===== config.mk =====
export PLATFORM = sky130hd
export DESIGN_NAME = dmem_uart_tx_responder
export DESIGN_NICKNAME = d
export VERILOG_FILES = /design/src/rtl/dmem_uart_tx_responder.sv
export SDC_FILE = /design/constraint.sdc
export NUM_CORES = 1
export LEC_CHECK = 0
export CORE_MARGIN = 5
export CORE_UTILIZATION = 25
export DETAILED_ROUTE_END_ITERATION = 16
export GPL_ROUTABILITY_DRIVEN = 1
export PLACE_DENSITY = 0.46
export RECOVER_POWER = 50
export REMOVE_ABC_BUFFERS = 1
export SLEW_MARGIN = 10
export SYNTH_ARGS = -nofsm -noshare
export SYNTH_HDL_FRONTEND = slang
export SYNTH_SLANG_ARGS = --single-unit
export TNS_END_PERCENT = 20

===== constraint.sdc =====
create_clock -name clk -period 9.4 [get_ports clk]
set_input_delay 1.88 -clock clk [delete_from_list [all_inputs] [get_ports clk]]
set_output_delay 1.88 -clock clk [all_outputs]
set_load 0.005 [all_outputs]

===== src/rtl/dmem_uart_tx_responder.sv =====
// Memory-mapped 8N1 UART transmitter in a 4-word window on the data-memory port.
// Ports: clk, rst (async active-low), rd_addr0/rd_dout0/rd_hit read side,
//        wr_addr0/wr_din0/we0/wr_strb write side, txd serial out, irq_tx_empty level.
module dmem_uart_tx_responder #(
    parameter logic [6:0]  BASE_WORD   = 7'h7C,
    parameter int          FIFO_DEPTH  = 4,
    parameter logic [15:0] DEFAULT_DIV = 16'd868
) (
    input  logic        clk,
    input  logic        rst,
    input  logic [6:0]  rd_addr0,
    output logic [31:0] rd_dout0,
    output logic        rd_hit,
    input  logic [6:0]  wr_addr0,
    input  logic [31:0] wr_din0,
    input  logic        we0,
    input  logic [2:0]  wr_strb,
    output logic        txd,
    output logic        irq_tx_empty
);

    localparam int AW = $clog2(FIFO_DEPTH);
    localparam int CW = AW + 1;
    localparam logic [CW-1:0] DEPTH_C = CW'(FIFO_DEPTH);
    localparam logic [CW-1:0] CNT_ONE = CW'(1);
    localparam logic [AW-1:0] PTR_ONE = AW'(1);

    typedef enum logic [1:0] {IDLE, START, DATA, STOP} state_t;

    state_t state, state_n;

    logic [7:0]    mem [FIFO_DEPTH];
    logic [AW-1:0] wptr, rptr;
    logic [CW-1:0] count;
    logic [7:0]    count8;
    logic          fifo_full, fifo_empty;
    logic          overflow;
    logic [15:0]   baud;
    logic [15:0]   d_cur;
    logic [15:0]   timer;
    logic [2:0]    bit_idx;
    logic [7:0]    shift;
    logic          bit_end;
    logic          pop, push, drop;
    logic          busy;

    // Offsets wrap mod 128, so anything below BASE_WORD lands far above 3.
    logic [6:0] rd_off, wr_off;
    logic       strb_ok, wr_hit;
    logic       wr_txdata, wr_status, wr_baud;

    logic unused_bits;
    assign unused_bits = ^wr_din0[31:16];

    assign rd_off = rd_addr0 - BASE_WORD;
    assign wr_off = wr_addr0 - BASE_WORD;
    assign rd_hit = (rd_off < 7'd4);

    assign strb_ok = (wr_strb == 3'b000) || (wr_strb == 3'b001) ||
                     (wr_strb == 3'b010);
    assign wr_hit    = we0 && strb_ok && (wr_off < 7'd4);
    assign wr_txdata = wr_hit && (wr_off == 7'd0);
    assign wr_status = wr_hit && (wr_off == 7'd1);
    assign wr_baud   = wr_hit && (wr_off == 7'd2);

    assign fifo_full  = (count == DEPTH_C);
    assign fifo_empty = (count == '0);
    assign count8     = 8'(count);

    // Fullness uses the pre-edge count; a same-cycle pop does not make room.
    assign push = wr_txdata && !fifo_full;
    assign drop = wr_txdata && fifo_full;

    assign busy         = (state != IDLE);
    assign irq_tx_empty = fifo_empty && !busy;

    assign d_cur   = (baud == 16'd0) ? 16'd1 : baud;
    assign bit_end = (timer == 16'd0);

    // Read side: purely combinational.
    always_comb begin
        rd_dout0 = 32'd0;
        if (rd_hit) begin
            unique case (rd_off[1:0])
                2'd1: rd_dout0 = {16'd0, count8, 4'd0,
                                  overflow, fifo_empty, fifo_full, busy};
                2'd2: rd_dout0 = {16'd0, baud};
                default: rd_dout0 = 32'd0;
            endcase
        end
    end

    // Config registers.
    always_ff @(posedge clk or negedge rst) begin
        if (!rst) begin
            baud     <= DEFAULT_DIV;
            overflow <= 1'b0;
        end else begin
            if (wr_baud) begin
                if (wr_strb == 3'b000) baud[7:0] <= wr_din0[7:0];
                else                   baud      <= wr_din0[15:0];
            end
            if (drop)
                overflow <= 1'b1;
            else if (wr_status && wr_din0[3])
                overflow <= 1'b0;
        end
    end

    // FIFO storage needs no reset; the pointers and count define validity.
    always_ff @(posedge clk) begin
        if (push) mem[wptr] <= wr_din0[7:0];
    end

    always_ff @(posedge clk or negedge rst) begin
        if (!rst) begin
            wptr  <= '0;
            rptr  <= '0;
            count <= '0;
        end else begin
            if (push) wptr <= wptr + PTR_ONE;
            if (pop)  rptr <= rptr + PTR_ONE;
            unique case ({push, pop})
                2'b10:   count <= count + CNT_ONE;
                2'b01:   count <= count - CNT_ONE;
                default: count <= count;
            endcase
        end
    end

    // FSM state register.
    always_ff @(posedge clk or negedge rst) begin
        if (!rst) state <= IDLE;
        else      state <= state_n;
    end

    // Next state, pop request and serial output.
    always_comb begin
        state_n = state;
        pop     = 1'b0;
        txd     = 1'b1;
        unique case (state)
            IDLE: begin
                if (!fifo_empty) begin
                    pop     = 1'b1;
                    state_n = START;
                end
            end
            START: begin
                txd = 1'b0;
                if (bit_end) state_n = DATA;
            end
            DATA: begin
                txd = shift[0];
                if (bit_end && bit_idx == 3'd7) state_n = STOP;
            end
            STOP: begin
                if (bit_end) begin
                    if (!fifo_empty) begin
                        pop     = 1'b1;
                        state_n = START;
                    end else begin
                        state_n = IDLE;
                    end
                end
            end
            default: state_n = IDLE;
        endcase
    end

    // Bit timer, bit index and shift register. The divisor is sampled
    // whenever a new bit begins, so BAUDDIV edits land on a bit boundary.
    always_ff @(posedge clk or negedge rst) begin
        if (!rst) begin
            timer   <= 16'd0;
            bit_idx <= 3'd0;
            shift   <= 8'd0;
        end else if (pop) begin
            shift   <= mem[rptr];
            timer   <= d_cur - 16'd1;
            bit_idx <= 3'd0;
        end else if (state != IDLE) begin
            if (bit_end) begin
                timer <= d_cur - 16'd1;
                if (state == DATA) begin
                    shift   <= {1'b0, shift[7:1]};
                    bit_idx <= bit_idx + 3'd1;
                end
            end else begin
                timer <= timer - 16'd1;
            end
        end
    end

endmodule


==> load_flow_metrics.sql <==
INSERT INTO impl_metrics (metric_group, metric, value, unit) VALUES
('cells_and_area', 'nNetsFinal', '550', ''),
('min_path', 'hold_path_class', 'reg2reg', ''),
('timing', 'fmaxAchievable', '167', 'MHz'),
('timing', 'final-max-slew-violation-count', '54', ''),
('power_and_ir_drop', 'total_switching_power', '0.497', 'mW'),
('synth', 'synth_enable_flop_cells', '32', ''),
('synth', 'yosys-top-cells-area', 'sky130_fd_sc_hd__dfrtp_1, sky130_fd_sc_hd__edfxtp_1, sky130_fd_sc_hd__ha_1, sky130_fd_sc_hd__mux2_2, sky130_fd_sc_hd__mux4_2', ''),
('routing', 'drt_iter0_drc', '173', ''),
('timing', 'tightestPinTransition', '3050', 'ps'),
('cells_and_area', 'final_cells', '717', ''),
('grt', 'global_route.usage.total', '10.5', '%'),
('clock_tree', 'cts_inserted_buffers', '9', ''),
('timing', 'setup-tns-final', '0', 'ps'),
('power_and_ir_drop', 'p_leak', '2.23', 'nW'),
('placed_design', 'numPortBuffers', '54', ''),
('clock_tree', 'cts.path.max_buffers', '2', ''),
('cells_and_area', 'mostFrequentLayoutCell', 'sky130_fd_sc_hd__dfrtp_1', ''),
('cells_and_area', 'flow.area_growth_from_synthesis', '21.6', '%'),
('grt', 'globalRouteOverflowTotal', '0', ''),
('power_and_ir_drop', 'comb_power_share', '33.3', '%'),
('synth', 'synth_cell_types', '68', ''),
('clock_tree', 'root_buffer', 'sky130_fd_sc_hd__clkbuf_16', ''),
('timing', 'final-setup-viol-count', '0', ''),
('synth', 'post_synthesis_mux_area_share', '8.49', '%'),
('clock_tree', 'cts_tree', 'yes', ''),
('clock_tree', 'cts_resized', '0', ''),
('synth', 'xor_xnor_share_of_the_synthesized_area', '2.78', '%'),
('run', 'timing.max_cap.violations', '1', ''),
('timing', 'final.setup_skew', '4.89', 'ps'),
('power_and_ir_drop', 'internal_power', '0.872', 'mW'),
('cells_and_area', 'most-common-layout-cells', 'sky130_fd_sc_hd__dfrtp_1, sky130_fd_sc_hd__clkdlybuf4s50_1, sky130_fd_sc_hd__edfxtp_1', ''),
('setup_path', 'critical_path.startpoint_type', 'primary input', ''),
('setup_path', 'critPathArrivalTime', '4120', 'ps'),
('floorplanning', 'boundary_pin_count', '87', ''),
('cells_and_area', 'antenna_cells_inserted', '0', ''),
('clock_tree', 'htreeDepth', '3', ''),
('clock_tree', 'clkSinkCount', '85', ''),
('routing', 'routed_via_density', '4.76', ''),
('synth', 'synth_top_area_share', '25.4', '%'),
('clock_tree', 'clk_latency', '340', 'ps'),
('synth', 'synth-compound-area-share', '12.4', '%'),
('status', 'failing_checks', 'max-capacitance violations, max-slew violations', ''),
('synth', 'synthArstFlopShare', '62.4', '%'),
('floorplanning', 'die_height', '148', 'µm'),
('status', 'run_status', 'finished, violations left', ''),
('placed_design', 'dp.cells', '701', ''),
('cells_and_area', 'fillerInstances', '1903', ''),
('synth', 'synthDominantAreaCellType', 'sky130_fd_sc_hd__dfrtp_1', ''),
('synth', 'syn_inst', '424', ''),
('setup_path', 'path_cells', 'clkdlybuf4s50_1 > or3_1 > a21oi_1 > o21ai_0 > nor2_1 > and2_1 > clkdlybuf4s50_1', ''),
('synth', 'yosysSeqAreaShare', '48.5', '%'),
('synth', 'yosys.area_share.adder', '5.45', '%'),
('synth', 'post_synth_top_flop', 'sky130_fd_sc_hd__dfrtp_1', ''),
('routing', 'final_antenna_net_count', '0', ''),
('setup_path', 'cpLargestDelayFamily', 'simple AND/OR/NAND/NOR gates', ''),
('setup_path', 'cell_repeated_most_along_the_worst_path', 'sky130_fd_sc_hd__clkdlybuf4s50_1', ''),
('synth', 'synth_seq_cells', '85', ''),
('timing', 'slew_headroom', '-103', '%'),
('setup_path', 'worst-path-max-fanout', '9', ''),
('synth', 'mappedNetlistArea', '0.00473', 'mm²'),
('grt', 'grt_start_max_net_pins', '54', ''),
('synth', 'postSynthAreaPerCell', '11.2', 'µm²'),
('routing', 'drc', '0', ''),
('setup_path', 'timing.critical_path.buf_inv', '2', ''),
('synth', 'synth.yosys.warnings', '0', ''),
('synth', 'dominant_combinational_cell_family_by_area_after_synthesis', 'simple AND/OR/NAND/NOR gates', ''),
('power_and_ir_drop', 'vdd_drop_max', '0.000116', 'V'),
('timing', 'hold_viol_final', '0', ''),
('synth', 'synthSimpleGateAreaFrac', '17.1', '%'),
('setup_path', 'timing.critical_path.required', '7520', 'ps'),
('clock_tree', 'cts_setup_buffers', '0', '');
==> flip-flops by register name, summed over array words and instances (netlist names) <==
signal	cells
timer	16
rptr	2
wptr	2
bit_idx	3
mem	32
state	2
count	3
overflow	1
shift	8
baud	16
==> power by group through the flow <==
stage               sequential (mW)  combinational, mW  clock (mW)
global route                  0.557              0.508       0.391
CTS                           0.545              0.462       0.378
floorplan                     0.526              0.334           0
detailed placement            0.551              0.460           0
global placement              0.550              0.454           0
finish                        0.545              0.456       0.367
==> path summary, 6_finish.rpt <==
check	from	end	slack (ps)	cells past startpoint
worst min register to register	bit_idx[2]$_DFFE_PN0P_	bit_idx[2]$_DFFE_PN0P_	530	2
worst min-delay path	bit_idx[2]$_DFFE_PN0P_	bit_idx[2]$_DFFE_PN0P_	530	2
min in group asynchronous	rst	shift[0]$_DFFE_PN0P_	2630	2
worst max register to register	state[1]$_DFFE_PN0P_	count[2]$_DFFE_PN0P_	5660	12
worst max-delay path	rd_addr0[5]	rd_dout0[6]	3400	7
max in group asynchronous	rst	baud[14]$_DFFE_PN0P_	5040	2
==> metal layers <==
metal  share of wire [%]  up-vias  global-route usage (%)
met4                 1.5        0                    3.26
met5                   0        -                       0
met1                  46     1648                    14.2
li1                    -     1668                       -
met3                 4.0       10                    2.12
met2                  48       87                    17.1
==> cell usage after synthesis (all sizes together), types with 3 or more instances <==
master  number
nor4b        4
o31ai        3
nor3        18
dfrtp       48
o21ai       25
nor2b        5
mux2i        3
and3         7
a22oi        7
clkbuf       4
edfxtp      32
or3          6
nand2       29
nand3        7
xor2         4
mux4         8
o22ai        7
xnor2       11
or4          6
a31oi        5
and2        10
o211ai       4
dfstp        5
mux2        17
ha          19
a21oi       11
inv         19
or2          3
o311ai       4
nand4        4
buf         24
nor2        24
nor4         7
nor3b        4
==> metrics by stage <==
stage	power [mW]	worst slack [ps]	area [µm²]	hold WS, ps	utilization [%]
finish	1.37	3400	5750	531	30.9
global placement	1.00	3390	5460	508	29.3
CTS	1.39	3370	5760	539	30.9
floorplan	0.859	4570	4610	488	-
global route	1.46	3210	5750	567	30.9
detailed placement	1.01	3370	5460	524	29.3
==> cell families (layout without fill, tap and decap cells) <==
kind of cell / Yosys count / in the layout
fa+ha+maj: 20 / 20
xor+xnor: 15 / 15
flops: 85 / 85
simple gates: 141 / 141
compound gates: 87 / 87
buf+inv: 47 / 91
mux: 28 / 28
other cells: 1 / 16
==> layout make-up <==
cell class	count	area (µm²)	area share, %
well taps	234	293	5.09
multi-input cells	307	2240	39.0
flip-flops and latches	85	2290	39.9
clock inverters	7	82.6	1.44
inverters	19	71.3	1.24
repair buffers	56	547	9.50
clock buffers	9	225	3.91
==> worst min-delay path, delay by kind of cell, from the launching register on <==
kind | cells | cell delay, ps
and+or+nand+nor | 1 | 70
DFF | 1 | 350
muxes | 1 | 70
Note: power is estimated with default switching activity, not from simulation.
